File: src/rtl/memory_stage.sv
// memory_stage: pipeline MEM stage with a variable-latency data-memory port and a registered writeback output.
// Optional feature: define MEM_MISALIGN_TRAP_EN to trap misaligned halfword/word accesses instead of issuing them.
module memory_stage #(
    parameter int DATA_WIDTH = 32,
    parameter int ADDR_WIDTH = 32
) (
    input  logic                  clk,
    input  logic                  rst,
    input  logic                  em_valid,
    output logic                  em_ready,
    input  logic [DATA_WIDTH-1:0] em_alu_result,
    input  logic [DATA_WIDTH-1:0] em_rs2_data,
    input  logic [6:0]            em_opcode,
    input  logic [2:0]            em_funct3,
    input  logic [4:0]            em_rd,
    output logic                  dmem_req,
    output logic                  dmem_we,
    output logic [ADDR_WIDTH-1:0] dmem_addr,
    output logic [3:0]            dmem_be,
    output logic [DATA_WIDTH-1:0] dmem_wdata,
    input  logic [DATA_WIDTH-1:0] dmem_rdata,
    input  logic                  dmem_ack,
    output logic                  mw_valid,
    input  logic                  mw_ready,
    output logic [DATA_WIDTH-1:0] mw_result,
    output logic [4:0]            mw_rd,
    output logic                  mw_reg_write,
    output logic                  mw_misalign
);

    localparam logic [6:0] OP_LOAD   = 7'b0000011;
    localparam logic [6:0] OP_STORE  = 7'b0100011;
    localparam logic [6:0] OP_BRANCH = 7'b1100011;

    typedef enum logic [1:0] {
        IDLE,
        MEM,
        OUT
    } state_t;

    state_t                state_q, state_d;
    logic                  we_q, we_d;
    logic [ADDR_WIDTH-1:0] addr_q, addr_d;
    logic [3:0]            be_q, be_d;
    logic [DATA_WIDTH-1:0] wdata_q, wdata_d;
    logic [DATA_WIDTH-1:0] result_q, result_d;
    logic [4:0]            rd_q, rd_d;
    logic                  reg_write_q, reg_write_d;
    logic                  misalign_q, misalign_d;
    logic                  load_q, load_d;
    logic [2:0]            f3_q, f3_d;
    logic [1:0]            off_q, off_d;

    logic                  acceptOp;
    logic                  isLoad;
    logic                  isStore;
    logic                  isBranch;
    logic                  isMem;
    logic                  misaligned;
    logic [1:0]            emOff;
    logic [3:0]            stBe;
    logic [DATA_WIDTH-1:0] stWdata;
    logic [7:0]            laneByte;
    logic [15:0]           laneHalf;
    logic [DATA_WIDTH-1:0] loadData;

    assign isLoad   = (em_opcode == OP_LOAD);
    assign isStore  = (em_opcode == OP_STORE);
    assign isBranch = (em_opcode == OP_BRANCH);
    assign isMem    = isLoad | isStore;
    assign emOff    = em_alu_result[1:0];

    assign em_ready = ~rst & ((state_q == IDLE) | ((state_q == OUT) & mw_ready));
    assign acceptOp = em_valid & em_ready;

`ifdef MEM_MISALIGN_TRAP_EN
    // funct3[1:0] encodes the access size; anything wider than a halfword is a word access.
    always_comb begin
        misaligned = 1'b0;
        if (isMem) begin
            if (em_funct3[1:0] == 2'b01) begin
                misaligned = emOff[0];
            end else if (em_funct3[1]) begin
                misaligned = |emOff;
            end
        end
    end
`else
    assign misaligned = 1'b0;
`endif

    always_comb begin
        stBe    = 4'b1111;
        stWdata = em_rs2_data;
        case (em_funct3[1:0])
            2'b00: begin
                stBe    = 4'b0001 << emOff;
                stWdata = {(DATA_WIDTH/8){em_rs2_data[7:0]}};
            end
            2'b01: begin
                stBe    = 4'b0011 << {emOff[1], 1'b0};
                stWdata = {(DATA_WIDTH/16){em_rs2_data[15:0]}};
            end
            default: begin
                stBe    = 4'b1111;
                stWdata = em_rs2_data;
            end
        endcase
    end

    // Lane extraction uses the offset captured at accept, since the ALU bus has moved on by ack time.
    always_comb begin
        laneByte = dmem_rdata[{off_q, 3'b000} +: 8];
        laneHalf = dmem_rdata[{off_q[1], 4'b0000} +: 16];
        loadData = dmem_rdata;
        case (f3_q[1:0])
            2'b00: begin
                loadData = f3_q[2] ? {{(DATA_WIDTH-8){1'b0}}, laneByte}
                                   : {{(DATA_WIDTH-8){laneByte[7]}}, laneByte};
            end
            2'b01: begin
                loadData = f3_q[2] ? {{(DATA_WIDTH-16){1'b0}}, laneHalf}
                                   : {{(DATA_WIDTH-16){laneHalf[15]}}, laneHalf};
            end
            default: begin
                loadData = dmem_rdata;
            end
        endcase
    end

    always_comb begin
        state_d     = state_q;
        we_d        = we_q;
        addr_d      = addr_q;
        be_d        = be_q;
        wdata_d     = wdata_q;
        result_d    = result_q;
        rd_d        = rd_q;
        reg_write_d = reg_write_q;
        misalign_d  = misalign_q;
        load_d      = load_q;
        f3_d        = f3_q;
        off_d       = off_q;

        if ((state_q == MEM) && dmem_ack) begin
            state_d = OUT;
            if (load_q) begin
                result_d = loadData;
            end
        end

        if ((state_q == OUT) && mw_ready) begin
            state_d = IDLE;
        end

        // Accept only happens in IDLE or on an OUT handshake, so it never collides with the MEM branch.
        if (acceptOp) begin
            rd_d        = em_rd;
            result_d    = em_alu_result;
            misalign_d  = misaligned;
            reg_write_d = ~(isStore | isBranch | (em_rd == 5'd0) | misaligned);
            load_d      = isLoad;
            f3_d        = em_funct3;
            off_d       = emOff;
            if (isMem && !misaligned) begin
                state_d = MEM;
                addr_d  = ADDR_WIDTH'({em_alu_result[DATA_WIDTH-1:2], 2'b00});
                we_d    = isStore;
                be_d    = stBe;
                wdata_d = stWdata;
            end else begin
                state_d = OUT;
            end
        end
    end

    always_ff @(posedge clk) begin
        if (rst) begin
            state_q     <= IDLE;
            we_q        <= 1'b0;
            addr_q      <= '0;
            be_q        <= '0;
            wdata_q     <= '0;
            result_q    <= '0;
            rd_q        <= '0;
            reg_write_q <= 1'b0;
            misalign_q  <= 1'b0;
            load_q      <= 1'b0;
            f3_q        <= '0;
            off_q       <= '0;
        end else begin
            state_q     <= state_d;
            we_q        <= we_d;
            addr_q      <= addr_d;
            be_q        <= be_d;
            wdata_q     <= wdata_d;
            result_q    <= result_d;
            rd_q        <= rd_d;
            reg_write_q <= reg_write_d;
            misalign_q  <= misalign_d;
            load_q      <= load_d;
            f3_q        <= f3_d;
            off_q       <= off_d;
        end
    end

    assign dmem_req     = (state_q == MEM);
    assign dmem_we      = we_q;
    assign dmem_addr    = addr_q;
    assign dmem_be      = be_q;
    assign dmem_wdata   = wdata_q;
    assign mw_valid     = (state_q == OUT);
    assign mw_result    = result_q;
    assign mw_rd        = rd_q;
    assign mw_reg_write = reg_write_q;
    assign mw_misalign  = misalign_q;

endmodule

File: config.mk
export PLATFORM = sky130hd
export DESIGN_NAME = memory_stage
export DESIGN_NICKNAME = d
export VERILOG_FILES = /design/src/rtl/memory_stage.sv
export SDC_FILE = /design/constraint.sdc
export NUM_CORES = 1
export LEC_CHECK = 0
export BUFFER_PORTS_ARGS = -buffer_cell sky130_fd_sc_hd__buf_2
export CAP_MARGIN = 20
export CORE_UTILIZATION = 35
export DETAILED_ROUTE_END_ITERATION = 7
export HOLD_SLACK_MARGIN = 0.02
export PLACE_DENSITY = 0.67
export SYNTH_ARGS = -nofsm -noshare
export SYNTH_HDL_FRONTEND = slang
export SYNTH_SLANG_ARGS = --single-unit
File: constraint.sdc
create_clock -name clk -period 1.6 [get_ports clk]
set_input_delay 0.16 -clock clk [delete_from_list [all_inputs] [get_ports clk]]
set_output_delay 0.16 -clock clk [all_outputs]
set_load 0.01 [all_outputs]
==> Word-level counts from Yosys, hierarchy flattened <==
Index checks and enable logic that the tools add are counted.
{ "op_classes": {"n_eq_ne": 7, "shift": 4, "muxes": 12, "bitwise": 9, "n_reduce_logical": 11} }
{ "ops": {"columns": ["operator", "count"], "rows": [
  ["$mux 32", 5],
  ["$pmux 32 s2", 2],
  ["$shiftx 32x6->16", 1],
  ["$shiftx 32x6->8", 1],
  ["$mux 2", 4],
  ["$pmux 4 s2", 1],
  ["$eq 7x2->1 const B", 1],
  ["$eq 7x6->1 const B", 1],
  ["$eq 7x7->1 const B", 1],
  ["$eq 2x1->1 const B", 3],
  ["$logic_not 2->1", 3],
  ["$logic_not 5->1", 1],
  ["$or 1x1->1", 4],
  ["$reduce_and 2->1", 2],
  ["$reduce_bool 2->1", 2],
  ["$shl 1x2->4 const A", 1],
  ["$shl 2x2->4 const A", 1],
  ["$and 1x1->1", 3],
  ["$reduce_bool 3->1", 1],
  ["$eq 2x2->1 const B", 1],
  ["$logic_and 1x1->1", 2],
  ["$not 1->1", 2]
]} }
{ "word_totals": {"regBits": 113, "input_bits": 116, "output_inout_bits": 111, "elab_cells": 54} }

==> Longest topological paths before layout <==
{ "depth": {"ltp_word": 7, "depth_mapped": 8, "depth_no_buf": 4} }

==> Worst setup path before layout <==
OpenSTA, ideal clock, no wires.
{ "synth_path": {"path_kind": "flip-flop to flip-flop", "from": "reg off_q[0]", "to": "reg result_q[16], in the netlist mw_result[16]", "setup_time_ps": 77, "arrival_time_ps": 1718, "t_required_ps": 1523, "path_slack_ps": -194, "path_stages_with_launch": 6, "path_buffers": 2, "synth_period_minus_slack_ps": 1794, "path_cell_list": "dfxtp_1 -> clkbuf_1 -> or4_1 -> a2111o_1 -> buf_6 -> a41oi_2"} }
{ "synth_via": {"elab_chain_len": 6} }
{ "synth_lines": {"columns": ["item", "line", "rtl"], "rows": [
  ["start: declaration", "52", "logic [1:0] off_q, off_d;"],
  ["start signal: assignment", "190", "off_q <= '0;"],
  ["start signal: assignment", "203", "off_q <= off_d;"],
  ["$shiftx 32x6->8", "113", "laneByte = dmem_rdata[{off_q, 3'b000} +: 8];"],
  ["$mux 32", "118", "loadData = f3_q[2] ? {{(DATA_WIDTH-8){1'b0}}, laneByte}"],
  ["$pmux 32 s2", "116", "case (f3_q[1:0])"],
  ["$mux 32", "147", "if (load_q) begin"],
  ["$mux 32", "145", "if ((state_q == MEM) && dmem_ack) begin"],
  ["$mux 32", "157", "if (acceptOp) begin"],
  ["end signal: assignment", "197", "result_q <= result_d;"],
  ["end: declaration", "46", "logic [DATA_WIDTH-1:0] result_q, result_d;"]
]} }
No other way between the ends. The select of a mux whose other input is x is not followed.
A chain may end at the register's enable or synchronous reset.

==> Worst setup path after layout <==
{ "layout_path": {"from": "reg state_q[1]", "to": "reg result_q[30], in the netlist mw_result[30]"} }
{ "layout_via": {"elab_chain_len": 7, "elab_cells_between_ends": 12, "classes_between": "eq/ne: 2; mux: 1; bitwise: 4; reduce/logical: 5"} }
{ "layout_lines": {"columns": ["item", "line", "rtl"], "rows": [
  ["start: declaration", "41", "state_t state_q, state_d;"],
  ["start signal: assignment", "192", "state_q <= state_d;"],
  ["$eq 2x2->1", "73", "assign em_ready = ~rst & ((state_q == IDLE) | ((state_q == OUT) & mw_ready));"],
  ["$and 1x1->1", "73", null],
  ["$or 1x1->1", "73", null],
  ["$and 1x1->1", "73", null],
  ["$and 1x1->1", "74", "assign acceptOp = em_valid & em_ready;"],
  ["$reduce_bool 2->1 (no source line)", null, null],
  ["$reduce_and 2->1 (no source line)", null, null]
]} }
Parallel ways exist; a longest one is shown, timed or not.

==> flow_metrics.env <==
export IMPL_grt_usage=0.2545
export IMPL_power_leakage_uw=0.004090
export IMPL_worstRegToRegCells=6
export IMPL_dieArea_mm2=0.01683
export IMPL_core_mm2=0.01589
export IMPL_syn_to_final_growth_pct=73.34
export IMPL_vias=6980
export IMPL_worst_r2r_endpoint="mw_result[30]$_SDFFE_PP0P_"
export IMPL_final_setup_viol_count=100
export IMPL_cp_cell_sequence="or4b_4 -> o211ai_1 -> buf_4 -> buf_12 -> o21bai_1 -> a41oi_1"
export IMPL_synthAdderAreaFrac=0
export IMPL_syn_cell_area_mm2=0.005712
export IMPL_cp_end_kind="flip-flop"
export IMPL_antenna_left=0
export IMPL_clk_latency_ps=420
export IMPL_crit_start="state_q[1]$_SDFFE_PP0P_"
export IMPL_violations="setup timing"
export IMPL_period_share=1.128
export IMPL_drive_gt1_frac=0.5244
export IMPL_cts_tree="done"
export IMPL_clock_sinks=113
export IMPL_cts_buffers=17
export IMPL_skew_ps=10.48
export IMPL_final_common_cell="buf_2"
export IMPL_critPathLaunchType="flip-flop"
export IMPL_wirelength_um=24550
export IMPL_run_status="finished with violations"
export IMPL_antenna_found_initial=1
export IMPL_rrSetupSlack_ps=-200
export IMPL_hold_path_class="in2reg"
export IMPL_max_vdd_ir_drop_v=0.0006860
export IMPL_worst_slack_ps=-204.0
export IMPL_ys_warn_count=0
export IMPL_placementRows=46
export IMPL_synth_top_family_by_area="compound AO/OA/AOI/OAI gates"
export IMPL_rsz0062_at_grt="true"
export IMPL_max_slew_margin=0.6053
export IMPL_cap_violations=0
export IMPL_synth_compound_area_frac=0.2896
export IMPL_dr_first_iter_drc_count=420
export IMPL_synth_cell_type_count=46
export IMPL_synthArstFlopShare=0
export IMPL_synthXorXnorAreaFrac=0
export IMPL_path_class="reg2reg"
export IMPL_numPortBuffers=223
export IMPL_drc=0
export IMPL_worst_pin_slew_ps=592.0
export IMPL_critPathTopFamily="simple AND/OR/NAND/NOR gates"
export IMPL_cp_slowest_cell="or4b_4"
export IMPL_layoutNonFillerInstCount=1220
export IMPL_place_congestion=0.9008
export IMPL_power_density_mw_per_mm2=907.5
export IMPL_r2r_start="state_q[1]$_SDFFE_PP0P_"
export IMPL_final_cell_mix="buf_2 (222), dfxtp_1 (109), buf_4 (67), a21oi_1 (55), nand2_1 (52)"
export IMPL_nets=1106
export IMPL_vias_per_cell=5.721
export IMPL_grt_pass1_wl_um=32890
export IMPL_ys_seq_area_frac=0.3961
export IMPL_fin_util=0.6233
export IMPL_grt_pass1_vias=6356
export IMPL_avgSynthCellArea_um2=8.338
export IMPL_cp_num_cells=6
export IMPL_crit_path_end="mw_result[30]$_SDFFE_PP0P_"
export IMPL_slowest_delay_ps=570
export IMPL_yosys_mux_area_fraction=0.04754
export IMPL_dp_worst_setup_slack_ps=-264.7
export IMPL_first_pass_iters=8
export IMPL_synth_top_flop_cell="dfxtp_1"
export IMPL_initial_core_util=0.3596
export IMPL_die_width_um=129.7
export IMPL_hold_viol=0
export IMPL_critPathBufInv=2
export IMPL_timing_max_transition_violations_final=0
export IMPL_ys_ff_latch=113
export IMPL_finalPower_uw=8985
export IMPL_root_buffer="clkbuf_16"
export IMPL_ios=227
export IMPL_cts_max_path_buffers=2
export IMPL_finalCriticalPeriod_ps=1804
export IMPL_arrival_ps=2130
export IMPL_clkSlewWorstSetupHoldPaths_ps=60
export IMPL_die_h_um=129.7
export IMPL_synth_edf_count=0
export IMPL_htreeDepth=4
export IMPL_path_max_fanout=14
export IMPL_hpwl_um=14580
export IMPL_wl_per_cell_um=20.12
export IMPL_grt_start_max_net_pins=50
export IMPL_synthSimpleGateAreaFrac=0.2013
export IMPL_dp_cells=1129
export IMPL_synth_cells=685
export IMPL_grt_overflow_total=0
export IMPL_fmax_mhz=554.3
export IMPL_critPathRequiredTime_ps=1920
registers in the layout, summed over array words and instances, names as in the netlist:
signal        cells
dmem_addr        30
dmem_be           4
dmem_wdata       32
dmem_we           1
f3_q              3
load_q            1
mw_rd             5
mw_reg_write      1
mw_result        32
off_q             2
state_q           2
cells by family (layout without fill, tap and decap cells):
group	count (synthesis)	in the layout
other	1	4
AND/OR/NAND/NOR	216	216
AO/OA/AOI/OAI	246	246
multiplexers	27	27
flip-flops	113	113
buffers and inverters	82	398
final cells by class:
type / count / area (µm²)
fillers: 1273 / 5984
multi-input cells: 492 / 3960
repair buffers: 362 / 2773
flip-flops and latches: 113 / 2272
clock buffers: 23 / 478.0
well taps: 216 / 270.3
clock inverters: 9 / 130.1
inverters: 4 / 15.01
diodes: 1 / 2.502
Yosys cell counts (9+ instances only):
cell / instances / area share
a311oi_1: 11 / 0.017
a211oi_1: 18 / 0.024
o21ai_0: 60 / 0.053
nand2b_1: 11 / 0.012
nor4_1: 9 / 0.0099
nor2b_1: 12 / 0.013
o21bai_1: 24 / 0.032
nand3b_1: 23 / 0.030
a41oi_2: 10 / 0.028
nand2_1: 56 / 0.037
a2111oi_0: 9 / 0.014
clkbuf_1: 49 / 0.032
mux2i_1: 26 / 0.046
nor2_1: 26 / 0.017
a21oi_1: 78 / 0.068
buf_2: 20 / 0.018
o41ai_1: 9 / 0.014
nand3_1: 57 / 0.050
dfxtp_1: 113 / 0.40
repair_timing:
action	4_1_cts	5_1_grt
pin swaps	17	82
cloned	7	12
resized for setup	74	190
buffers inserted	7	17
hold endpoints to repair	20	4
endpoints found under the setup margin	94	111
hold buffers	20	4
worst min-delay path by stage:
| stage | slack (ps) | startpoint | cells after the start | end |
|---|---|---|---|---|
| 6_report | 20 | em_alu_result[10] | 3 | dmem_addr[10]$_SDFFE_PP0P_ |
| 5_1_grt | 20 | em_alu_result[30] | 3 | dmem_addr[30]$_SDFFE_PP0P_ |
| 4_1_cts | 20 | em_opcode[5] | 3 | dmem_we$_SDFFE_PP0P_ |
| 3_5_place_dp | 370 | em_rd[4] | 3 | mw_rd[4]$_SDFFE_PP0P_ |
| 3_3_place_gp | 370 | em_rd[1] | 3 | mw_rd[1]$_SDFFE_PP0P_ |
| 2_1_floorplan | 260 | em_rd[0] | 2 | mw_rd[0]$_SDFFE_PP0P_ |
power by group:
part           switching, µW  internal, µW
Sequential              71.9          2920
Combinational           1060           970
Clock                   1390          2570
Total                   2520          6460
metal layers:
layer / share of wire / global-route usage / wire length (µm) / vias up
met5: 0.00037 / 0 / 9 / -
met4: 0.037 / 0.1204 / 907 / 2
met3: 0.090 / 0.08405 / 2214 / 80
met2: 0.49 / 0.4171 / 11910 / 387
met1: 0.39 / 0.3007 / 9510 / 3325
li1: - / - / - / 3186
per-stage QoR:
step / cell area, µm² / TNS [ps] / hold WS, ps
6_report: 9901 / -7324 / 16.00
5_1_grt: 9898 / -12100 / 23.66
4_1_cts: 8815 / -6461 / 20.43
3_5_place_dp: 7560 / -7528 / 368.3
3_3_place_gp: 7560 / -3989 / 366.1
2_1_floorplan: 5788 / -2075 / 259.0
worst min-delay path, stage by stage:
cell and delay (ps):
buf_2 130, nand3_4 60, a21oi_2 40
No activity file was read; power rests on OpenSTA's default activity.
